<file path="src/rtl/expr_pkg.sv">
// -----------------------------------------------------------------------------
// expr_pkg
// Shared definitions for the expression evaluator and its companion checker:
// FSM state encodings and the ASCII codes the character classifier recognises.
// No ports.
// -----------------------------------------------------------------------------
package expr_pkg;

  typedef logic [2:0] state_t;

  // Evaluator states, kept as plain constants so older tools can read them.
  localparam state_t ST_EMPTY = 3'd0;
  localparam state_t ST_NUM   = 3'd1;
  localparam state_t ST_ADD   = 3'd2;
  localparam state_t ST_MUL   = 3'd3;
  localparam state_t ST_ERR   = 3'd4;

  // ASCII characters of interest.
  localparam logic [7:0] CH_ZERO = 8'h30;
  localparam logic [7:0] CH_NINE = 8'h39;
  localparam logic [7:0] CH_ADD  = 8'h2B;
  localparam logic [7:0] CH_MUL  = 8'h2A;

endpackage

</file>
<file path="src/rtl/expr_eval_if.sv">
// -----------------------------------------------------------------------------
// expr_eval_if
// Character stream and result bundle for expr_eval.
//   in      : ASCII character
//   in_vld  : character strobe
//   flush   : synchronous restart
//   ok      : characters so far form a complete expression
//   value   : value of the expression so far
//   err     : sticky syntax error
// master drives the characters, slave (the evaluator) drives the results.
// -----------------------------------------------------------------------------
interface expr_eval_if #(
  parameter int VAL_W = 16
);

  logic [7:0]       in;
  logic             in_vld;
  logic             flush;
  logic             ok;
  logic [VAL_W-1:0] value;
  logic             err;

  modport master (
    output in,
    output in_vld,
    output flush,
    input  ok,
    input  value,
    input  err
  );

  modport slave (
    input  in,
    input  in_vld,
    input  flush,
    output ok,
    output value,
    output err
  );

endinterface

</file>
<file path="src/rtl/expr_char_class.sv">
// -----------------------------------------------------------------------------
// expr_char_class
// Combinational classifier for one ASCII character.
//   ch       : input character
//   is_digit : ch is '0'..'9'
//   is_add   : ch is '+'
//   is_mul   : ch is '*'
//   digit    : numeric value of ch when is_digit is set
// -----------------------------------------------------------------------------
module expr_char_class
  import expr_pkg::*;
(
  input  logic [7:0] ch,
  output logic       is_digit,
  output logic       is_add,
  output logic       is_mul,
  output logic [3:0] digit
);

  assign is_digit = (ch >= CH_ZERO) && (ch <= CH_NINE);
  assign is_add   = (ch == CH_ADD);
  assign is_mul   = (ch == CH_MUL);

  // '0'..'9' are 0x30..0x39, so the low nibble already is the digit value.
  assign digit    = ch[3:0];

endmodule

</file>
<file path="src/rtl/expr.sv">
// -----------------------------------------------------------------------------
// expr_eval
// Streaming evaluator for expressions of the form digit ([+*] digit)*, with
// '*' binding tighter than '+'. The running sum of finished product terms is
// kept in sum_q and the product term under construction in term_q, so the
// value of any complete prefix is simply sum_q + term_q.
//   clk  : clock, rising edge
//   clr  : asynchronous active-low reset
//   bus  : expr_eval_if slave (in, in_vld, flush -> ok, value, err)
// All arithmetic is unsigned modulo 2^VAL_W; outputs are registered and
// reflect a character on the same edge that accepts it.
// -----------------------------------------------------------------------------
module expr_eval
  import expr_pkg::*;
#(
  parameter int VAL_W = 16
) (
  input  logic       clk,
  input  logic       clr,
  expr_eval_if.slave bus
);

  state_t           state_q, state_d;
  logic [VAL_W-1:0] sum_q,   sum_d;
  logic [VAL_W-1:0] term_q,  term_d;
  logic [VAL_W-1:0] value_q, value_d;
  logic             ok_q,    ok_d;
  logic             err_q,   err_d;

  logic             isDigit;
  logic             isAdd;
  logic             isMul;
  logic [3:0]       digit;
  logic [VAL_W-1:0] digitW;
  logic [VAL_W-1:0] product;

  expr_char_class u_class (
    .ch       (bus.in),
    .is_digit (isDigit),
    .is_add   (isAdd),
    .is_mul   (isMul),
    .digit    (digit)
  );

  assign digitW  = VAL_W'(digit);
  // Truncated product of the pending term and the incoming digit.
  assign product = term_q * digitW;

  // Next-state logic: flush beats a character; anything the grammar does
  // not allow drops into ERR, which then ignores input until restart.
  always_comb begin
    state_d = state_q;
    sum_d   = sum_q;
    term_d  = term_q;
    value_d = value_q;
    ok_d    = ok_q;
    err_d   = err_q;

    if (bus.flush) begin
      state_d = ST_EMPTY;
      sum_d   = '0;
      term_d  = '0;
      value_d = '0;
      ok_d    = 1'b0;
      err_d   = 1'b0;
    end else if (bus.in_vld) begin
      case (state_q)
        ST_EMPTY: begin
          if (isDigit) begin
            state_d = ST_NUM;
            sum_d   = '0;
            term_d  = digitW;
            value_d = digitW;
            ok_d    = 1'b1;
          end else begin
            state_d = ST_ERR;
          end
        end
        ST_NUM: begin
          if (isAdd) begin
            state_d = ST_ADD;
            sum_d   = sum_q + term_q;
            ok_d    = 1'b0;
          end else if (isMul) begin
            state_d = ST_MUL;
            ok_d    = 1'b0;
          end else begin
            state_d = ST_ERR;
          end
        end
        ST_ADD: begin
          if (isDigit) begin
            state_d = ST_NUM;
            term_d  = digitW;
            value_d = sum_q + digitW;
            ok_d    = 1'b1;
          end else begin
            state_d = ST_ERR;
          end
        end
        ST_MUL: begin
          if (isDigit) begin
            state_d = ST_NUM;
            term_d  = product;
            value_d = sum_q + product;
            ok_d    = 1'b1;
          end else begin
            state_d = ST_ERR;
          end
        end
        ST_ERR: begin
          state_d = ST_ERR;
        end
        default: begin
          state_d = ST_ERR;
        end
      endcase

      // Entering (or staying in) ERR clears everything but the error flag.
      if (state_d == ST_ERR) begin
        sum_d   = '0;
        term_d  = '0;
        value_d = '0;
        ok_d    = 1'b0;
        err_d   = 1'b1;
      end
    end
  end

  // State and output registers with asynchronous active-low clear.
  always_ff @(posedge clk or negedge clr) begin
    if (!clr) begin
      state_q <= ST_EMPTY;
      sum_q   <= '0;
      term_q  <= '0;
      value_q <= '0;
      ok_q    <= 1'b0;
      err_q   <= 1'b0;
    end else begin
      state_q <= state_d;
      sum_q   <= sum_d;
      term_q  <= term_d;
      value_q <= value_d;
      ok_q    <= ok_d;
      err_q   <= err_d;
    end
  end

  assign bus.ok    = ok_q;
  assign bus.value = value_q;
  assign bus.err   = err_q;

endmodule

</file>
<file path="src/flat_wrapper.sv">
// flat-port wrapper written by rule: the top's interface ports become plain ports
module expr_eval_flat import expr_pkg::*;
#(
  parameter int VAL_W = 16
)
  (clk, clr, bus_in, bus_in_vld, bus_flush, bus_ok, bus_value, bus_err);
  expr_eval_if #(.VAL_W(VAL_W)) bus_i ();
  input  logic clk;
  input  logic clr;
  input wire logic [$bits(bus_i.in)-1:0] bus_in;
  input wire logic [$bits(bus_i.in_vld)-1:0] bus_in_vld;
  input wire logic [$bits(bus_i.flush)-1:0] bus_flush;
  output wire logic [$bits(bus_i.ok)-1:0] bus_ok;
  output wire logic [$bits(bus_i.value)-1:0] bus_value;
  output wire logic [$bits(bus_i.err)-1:0] bus_err;
  assign bus_i.in = bus_in;
  assign bus_i.in_vld = bus_in_vld;
  assign bus_i.flush = bus_flush;
  assign bus_ok = bus_i.ok;
  assign bus_value = bus_i.value;
  assign bus_err = bus_i.err;
  expr_eval #(.VAL_W(VAL_W)) u_core (.clk(clk), .clr(clr), .bus(bus_i));
endmodule
</file>
<file path="config.mk">
export PLATFORM = sky130hd
export DESIGN_NAME = expr_eval_flat
export DESIGN_NICKNAME = d
export VERILOG_FILES = /design/src/rtl/expr_pkg.sv /design/src/rtl/expr_eval_if.sv /design/src/rtl/expr_char_class.sv /design/src/rtl/expr.sv /design/src/flat_wrapper.sv
export SDC_FILE = /design/constraint.sdc
export NUM_CORES = 1
export LEC_CHECK = 0
export ABC_CLOCK_PERIOD_IN_PS = 14870
export BUFFER_PORTS_ARGS = -buffer_cell sky130_fd_sc_hd__buf_2
export CAP_MARGIN = 10
export CORE_ASPECT_RATIO = 0.75
export CORE_MARGIN = 1
export CORE_UTILIZATION = 54
export CTS_BUF_LIST = sky130_fd_sc_hd__clkbuf_4 sky130_fd_sc_hd__clkbuf_8
export DETAILED_ROUTE_END_ITERATION = 16
export MAX_ROUTING_LAYER = met4
export PLACE_DENSITY = 0.72
export SLEW_MARGIN = 5
export SYNTH_ARGS = -nofsm -noshare
export SYNTH_HDL_FRONTEND = slang
export SYNTH_SLANG_ARGS = --single-unit
</file>
<file path="constraint.sdc">
create_clock -name clk -period 14.87 [get_ports clk]
set_input_delay 2.974 -clock clk [delete_from_list [all_inputs] [get_ports clk]]
set_output_delay 2.974 -clock clk [all_outputs]
set_load 0.05 [all_outputs]
</file>
==> results of run 1 <==
==> layout by cell type, fill, tap and decap left out, types with 8 or more instances in the layout <==
cell,n
nand2_1,67
inv_1,56
dfrtp_1,53
ha_1,45
and2_1,42
nor2_1,36
o21ai_0,29
buf_2,29
fa_1,27
a22o_1,24
a21oi_1,23
xnor2_1,17
xor2_1,14
nor3_1,14
nand3_1,12
a21o_1,10
o31ai_1,10
nand2b_1,9
and3_1,8
==> worst reg2reg max path: cells and delay by family (launching register included) <==
| kind | cells | cell delay, ns |
|---|---|---|
| XOR/XNOR | 2 | 0.34 |
| buffers and inverters | 2 | 0.10 |
| AND/OR/NAND/NOR | 5 | 0.92 |
| AO/OA/AOI/OAI | 10 | 1.59 |
| adder cells (fa/ha/maj) | 5 | 1.98 |
| flip-flops | 1 | 0.49 |
==> registers in the layout, indices dropped and copies added (netlist names) <==
register and cells:
u_core.bus.value 16, u_core.bus.ok 1, u_core.state_q 3, u_core.term_q 16, u_core.bus.err 1, u_core.sum_q 16
==> final timing paths <==
path | startpoint | to | slack [ns] | cells after the start
worst max register to register | u_core.term_q[1] | u_core.bus.value[15] | 9.36 | 24
worst max-delay path | bus_in[3] | u_core.bus.value[15] | 7.03 | 25
min in group asynchronous | clr | u_core.sum_q[15] | 2.76 | 2
worst min-delay path | u_core.bus.value[6] | u_core.bus.value[6] | 0.49 | 2
worst min register to register | u_core.bus.value[6] | u_core.bus.value[6] | 0.49 | 2
max in group asynchronous | clr | u_core.sum_q[1] | 11.63 | 2
==> layer usage <==
layer / vias to the layer above / GRT usage / wire length, um
met4: 0 / 0.07792 / 148
met5: - / - / 0
met2: 85 / 0.4693 / 6045
li1: 2123 / - / -
met1: 2115 / 0.3565 / 5708
met3: 16 / 0.03706 / 558
==> logic make-up (layout without fill, tap and decap cells) <==
group,Yosys count,after routing,share of synthesized area
buffers and inverters,76,95,0.05812
xor gates and xnor gates,31,31,0.05256
muxes,4,4,0.007750
DFF,53,53,0.2567
adders and majority gates,73,73,0.2158
and+or+nand+nor,221,221,0.2160
AOI/OAI and AO/OA,144,144,0.1930
==> where the power goes <==
group / total, mW / internal [mW] / leakage [nW] / switching [mW]
sequential: 0.145 / 0.145 / 0.737 / 0.000751
combinational: 0.0188 / 0.00466 / 1.99 / 0.0141
clock: 0.0888 / 0.0390 / 0.0477 / 0.0498
==> final cells by class <==
cell class / instances / area, sq um
Tap cell: 128 / 160.2
Inverter: 56 / 210.2
Multi-Input combinational cell: 473 / 3545
Fill cell: 870 / 3660
Timing Repair Buffer: 32 / 167.7
Clock buffer: 7 / 90.09
Sequential cell: 53 / 1326
==> run summary, run 1 <==
CP Class -> input pin to flop
Most instantiated cells after synthesis -> 67 x nand2_1, 56 x inv_1, 53 x dfrtp_1
Fin Clk Skew -> 0.01140 ns
Unrepaired setup endpoints after global routing -> false
Max clock buf depth -> 2
CP max stage cell -> fa_1
Worst Tran Pin Value -> 0.9558 ns
Die Wd -> 114.9 um
Avg Vias per Cell -> 5.793
Die Ht -> 86.71 um
Layout Nets -> 705
CP bufs+invs -> 3
Starting Density -> 0.5641
# DRC -> 0
Clk pin slew, worst setup/hold paths -> 0.10 ns
Synthesized Nets -> 686
Clk_lat worst skew -> 0.32 ns
Synthesized instance count -> 602
Sinks on Clock Net -> 53
Power density cells -> 46.00 nW/um^2
Share of layout cells above drive strength 1 -> 0.07890
Status -> finished, final reports clean
Total number of vias -> 4,339
Root Buffer -> clkbuf_8
Worst setup margin -> 7.026 ns
Htree depth -> 2
Setup bufs post-CTS -> 0
Detail Placement HPWL -> 9.816 mm
Initial drt markers -> 201
Post-CTS Resized -> 0
Place WS -> 6.717 ns
Final Instance Area -> 5499 sq um
N_diodes -> 0
Total power -> 252.9 uW
All-Layer GR Usage -> 0.2800
Grt total ovfl -> 0
# IOs -> 30
Final core utilization -> 0.6004
Period utilization -> 0.5275
Syn avg cell area -> 8.582 sq um
TNS Setup -> 0 ns
Detailed Route WL -> 12.46 mm
Top-count cell post-synth -> nand2_1
Largest area contributor in the synthesized netlist -> dfrtp_1
Max-slew violation count -> 0
Mapped Area -> 5166 sq um
Worst-path maximum fanout -> 17
CP Data Arrival Time -> 8.06 ns
TritonCTS Buffers -> 5
Post-synthesis cell type count -> 56
Number of synthesized flops with an enable pin -> 0
Largest net degree at the start of global routing -> 54
Hold Path Class -> flop to flop
# Max-Cap Violations -> 0
Port Buffers -> 29
Die area -> 9966 sq um
Max-slew headroom -> 0.3593
Period minus WS final -> 7.844 ns
Synthesis Warnings -> 0
CP max stage delay -> 0.54 ns
CP Capture Type -> flop
Final Non-Filler Cells -> 749
Register bit total from synthesis -> 53
Routed WL per cell -> 16.64 um
GPL Wtd Cong -> 0.8740
Final hold slack -> 0.4870 ns
Fin. Hold Viols -> 0
Main synth FF type -> dfrtp_1
CTS tree -> built
Dpl cells -> 742
Share of flip-flops with an asynchronous set or reset -> 1.000
DP Area -> 5409 sq um
Worst VDD drop -> 0.03659 mV
First-pass GRT wire length -> 21.11 mm
CP top delay family -> adder cells
Worst Path Required -> 15.09 ns
Hold_buf cts -> 0
Final setup fails -> 0
Post-DRT Antenna Nets -> 0
Main area contributors after synthesis -> dfrtp_1 26%, ha_1 11%, fa_1 10%
P&R area growth vs syn -> 6.442%
Peak Freq -> 0.1275 GHz
Leak -> 2.775 nW
Startpoint Class -> input pin
CORE AREA -> 9159 sq um
Number of global-route vias before repair -> 4,310
Initial antenna violation count -> 0
First-pass detailed-route iteration total -> 4
Top-area cell type share of the netlist area -> 0.2567
Register area share after synthesis -> 0.2567
Row cnt -> 30
(Power assumes the default switching activity.)
==> run 2: changes to the inputs <==
--- a/config.mk
+++ b/config.mk
@@ -5,7 +5,7 @@
 export SDC_FILE = /design/constraint.sdc
 export NUM_CORES = 1
 export LEC_CHECK = 0
-export ABC_CLOCK_PERIOD_IN_PS = 14870
+export ABC_CLOCK_PERIOD_IN_PS = 6400
 export BUFFER_PORTS_ARGS = -buffer_cell sky130_fd_sc_hd__buf_2
 export CAP_MARGIN = 10
 export CORE_ASPECT_RATIO = 0.75
@@ -14,7 +14,7 @@
 export CTS_BUF_LIST = sky130_fd_sc_hd__clkbuf_4 sky130_fd_sc_hd__clkbuf_8
 export DETAILED_ROUTE_END_ITERATION = 16
 export MAX_ROUTING_LAYER = met4
-export PLACE_DENSITY = 0.72
+export PLACE_DENSITY = 0.75
 export SLEW_MARGIN = 5
 export SYNTH_ARGS = -nofsm -noshare
 export SYNTH_HDL_FRONTEND = slang
==> constraint.sdc (replaced) <==
create_clock -name clk -period 6.4 [get_ports clk]
set_input_delay 1.28 -clock clk [delete_from_list [all_inputs] [get_ports clk]]
set_output_delay 1.28 -clock clk [all_outputs]
set_load 0.05 [all_outputs]
==> run 2 against run 1 <==
Register-to-register slack got worse by 8.4 ns. Routed wire length fell by 0.76%. Clock power grew to 2.8 times the previous value. Critical endpoint unchanged. Die area stayed put. Final cell count up 0.93%. Sequential cell count did not move. Highest routed layer unchanged. Non-clock buffer count up 6.
==> run summary, run 2 (synthesis gave the netlist of run 1 again) <==
Setup bufs post-CTS -> 0
Share of layout cells above drive strength 1 -> 0.08758
NetSw -> 157.0 uW
TritonCTS Buffers -> 5
Sw Ratio -> 0.2482
Detailed Route WL -> 12.37 mm
N_diodes -> 0
# DRC -> 0
First-pass detailed-route iteration total -> 4
Most common cell after layout, fill and taps aside -> nand2_1
Initial drt markers -> 241
CP top delay family -> adder cells
P_int -> 475.7 uW
Startpoint Class -> input pin
Unrepaired setup endpoints after global routing -> false
# Max-Cap Violations -> 0
Max-slew violation count -> 0
Worst setup margin -> 0.3887 ns
Htree depth -> 2
Clk_lat worst skew -> 0.33 ns
Period minus WS final -> 6.011 ns
Worst VDD drop -> 0.08335 mV
Peak Freq -> 0.1664 GHz
Sinks on Clock Net -> 53
All-Layer GR Usage -> 0.2812
Die area -> 9966 sq um
Max-slew headroom -> 0.4480
Fin Clk Skew -> 0.007114 ns
Grt total ovfl -> 0
CP max stage delay -> 0.54 ns
Row cnt -> 30
Routed WL per cell -> 16.36 um
Final Non-Filler Cells -> 756
Layout Nets -> 711
First-pass GRT wire length -> 21.11 mm
Comb pwr share -> 0.071
TNS Setup -> 0 ns
Die Ht -> 86.71 um
Total number of vias -> 4,388
Detail Placement HPWL -> 9.626 mm
Post-CTS Resized -> 0
Post-DRT Antenna Nets -> 0
Worst Tran Pin Value -> 0.8256 ns
Number of global-route vias before repair -> 4,443
Place WS -> 0.03540 ns
Port Buffers -> 29
GPL Wtd Cong -> 0.8685
CTS tree -> built
Fin. Hold Viols -> 0
CORE AREA -> 9159 sq um
Clk pin slew, worst setup/hold paths -> 0.10 ns
Worst Path Required -> 6.63 ns
# IOs -> 30
CP max stage cell -> fa_1
Hold Path Class -> flop to flop
WP depth -> 25
Initial antenna violation count -> 0
Worst hold path depth -> 2
Power density cells -> 113.6 nW/um^2
Max clock buf depth -> 2
Dpl cells -> 748
Most frequent cells in the layout -> 67 x nand2_1, 56 x inv_1, 53 x dfrtp_1, 45 x ha_1, 42 x and2_1
Filler cell count -> 838
Die Wd -> 114.9 um
Root Buffer -> clkbuf_8
CP Class -> input pin to flop
CP Data Arrival Time -> 6.24 ns
Starting Density -> 0.5641
P&R area growth vs syn -> 7.798%
FF-to-FF path depth -> 24
Leak -> 2.812 nW
Clock power frac -> 0.395
CP bufs+invs -> 3
Status -> finished, final reports clean
Final core utilization -> 0.6081
Reg power frac -> 0.534
Avg Vias per Cell -> 5.804
CP Capture Type -> flop
Period utilization -> 0.9393
Largest net degree at the start of global routing -> 54
Final setup fails -> 0
Hold_buf cts -> 0
Worst-path maximum fanout -> 6
-- run 2: cell types whose count changed in the layout (fill, tap and decap cells not counted), sizes merged --
cell,delta
clkbuf,-1
buf,+6
clkinvlp,+1
bufinv,+1
-- run 2: stage by stage --
stage	power, mW	hold slack (ns)	instance area, sq um
after floorplan	0.3689	0.4489	5166
after global placement	0.3878	0.4602	5449
after detailed placement	0.3897	0.4636	5449
after CTS	0.6396	0.4910	5569
after global routing	0.6521	0.5020	5569
final	0.6327	0.4823	5569
-- run 2: path summary, 6_finish.rpt --
| check | start | to | slack (ns) |
|---|---|---|---|
| worst max-delay path | bus_in[3] | u_core.bus.value[15] | 0.39 |
| worst min-delay path | u_core.bus.value[6] | u_core.bus.value[6] | 0.48 |
| worst max register to register | u_core.term_q[1] | u_core.bus.value[15] | 0.95 |
| worst min register to register | u_core.bus.value[6] | u_core.bus.value[6] | 0.48 |
| max in group asynchronous | clr | u_core.bus.err | 4.86 |
| min in group asynchronous | clr | u_core.sum_q[14] | 1.07 |
-- run 2: power groups by stage --
| stage | logic (mW) | clock network, mW | registers (mW) |
|---|---|---|---|
| after floorplan | 0.0226 | 0 | 0.346 |
| after global placement | 0.0436 | 0 | 0.344 |
| after detailed placement | 0.0453 | 0 | 0.344 |
| after CTS | 0.0453 | 0.256 | 0.338 |
| after global routing | 0.0501 | 0.264 | 0.338 |
| final | 0.0452 | 0.250 | 0.338 |
-- run 2: per-layer routing --
layer | vias to the layer above | track usage | routed length (um)
li1 | 2131 | - | -
met1 | 2119 | 0.3441 | 5538
met2 | 116 | 0.4797 | 6033
met3 | 22 | 0.04406 | 575
met4 | 0 | 0.08619 | 218
met5 | - | - | 0
-- run 2: area by class of cell --
type / count / area (sq um) / area share
timing repair buffer: 38 / 212.7 / 0.03819
sequential: 53 / 1326 / 0.2381
inverter: 56 / 210.2 / 0.03774
tap: 128 / 160.2 / 0.02876
clock buffer: 6 / 82.58 / 0.01483
multi-input combinational: 473 / 3540 / 0.6356
clock inverter: 2 / 37.54 / 0.006740
-- run 2: worst register-to-register path, stage by stage (launching register included) --
cell and delay, ns:
dfrtp_1 0.47, and2_1 0.21, fa_1 0.54, inv_1 0.06, fa_1 0.53, inv_1 0.04, ha_1 0.32, nor2b_1 0.15
o21ai_0 0.19, a21oi_1 0.11, o21ai_0 0.16, nand2b_1 0.11, a21o_1 0.22, a21oi_1 0.17, xor2_1 0.24, nor2_1 0.07
ha_1 0.25, or3_1 0.34, o21ai_0 0.07, a21oi_1 0.09, maj3_2 0.35, a211oi_2 0.22, o21bai_1 0.09, xnor2_1 0.13
a22o_1 0.20
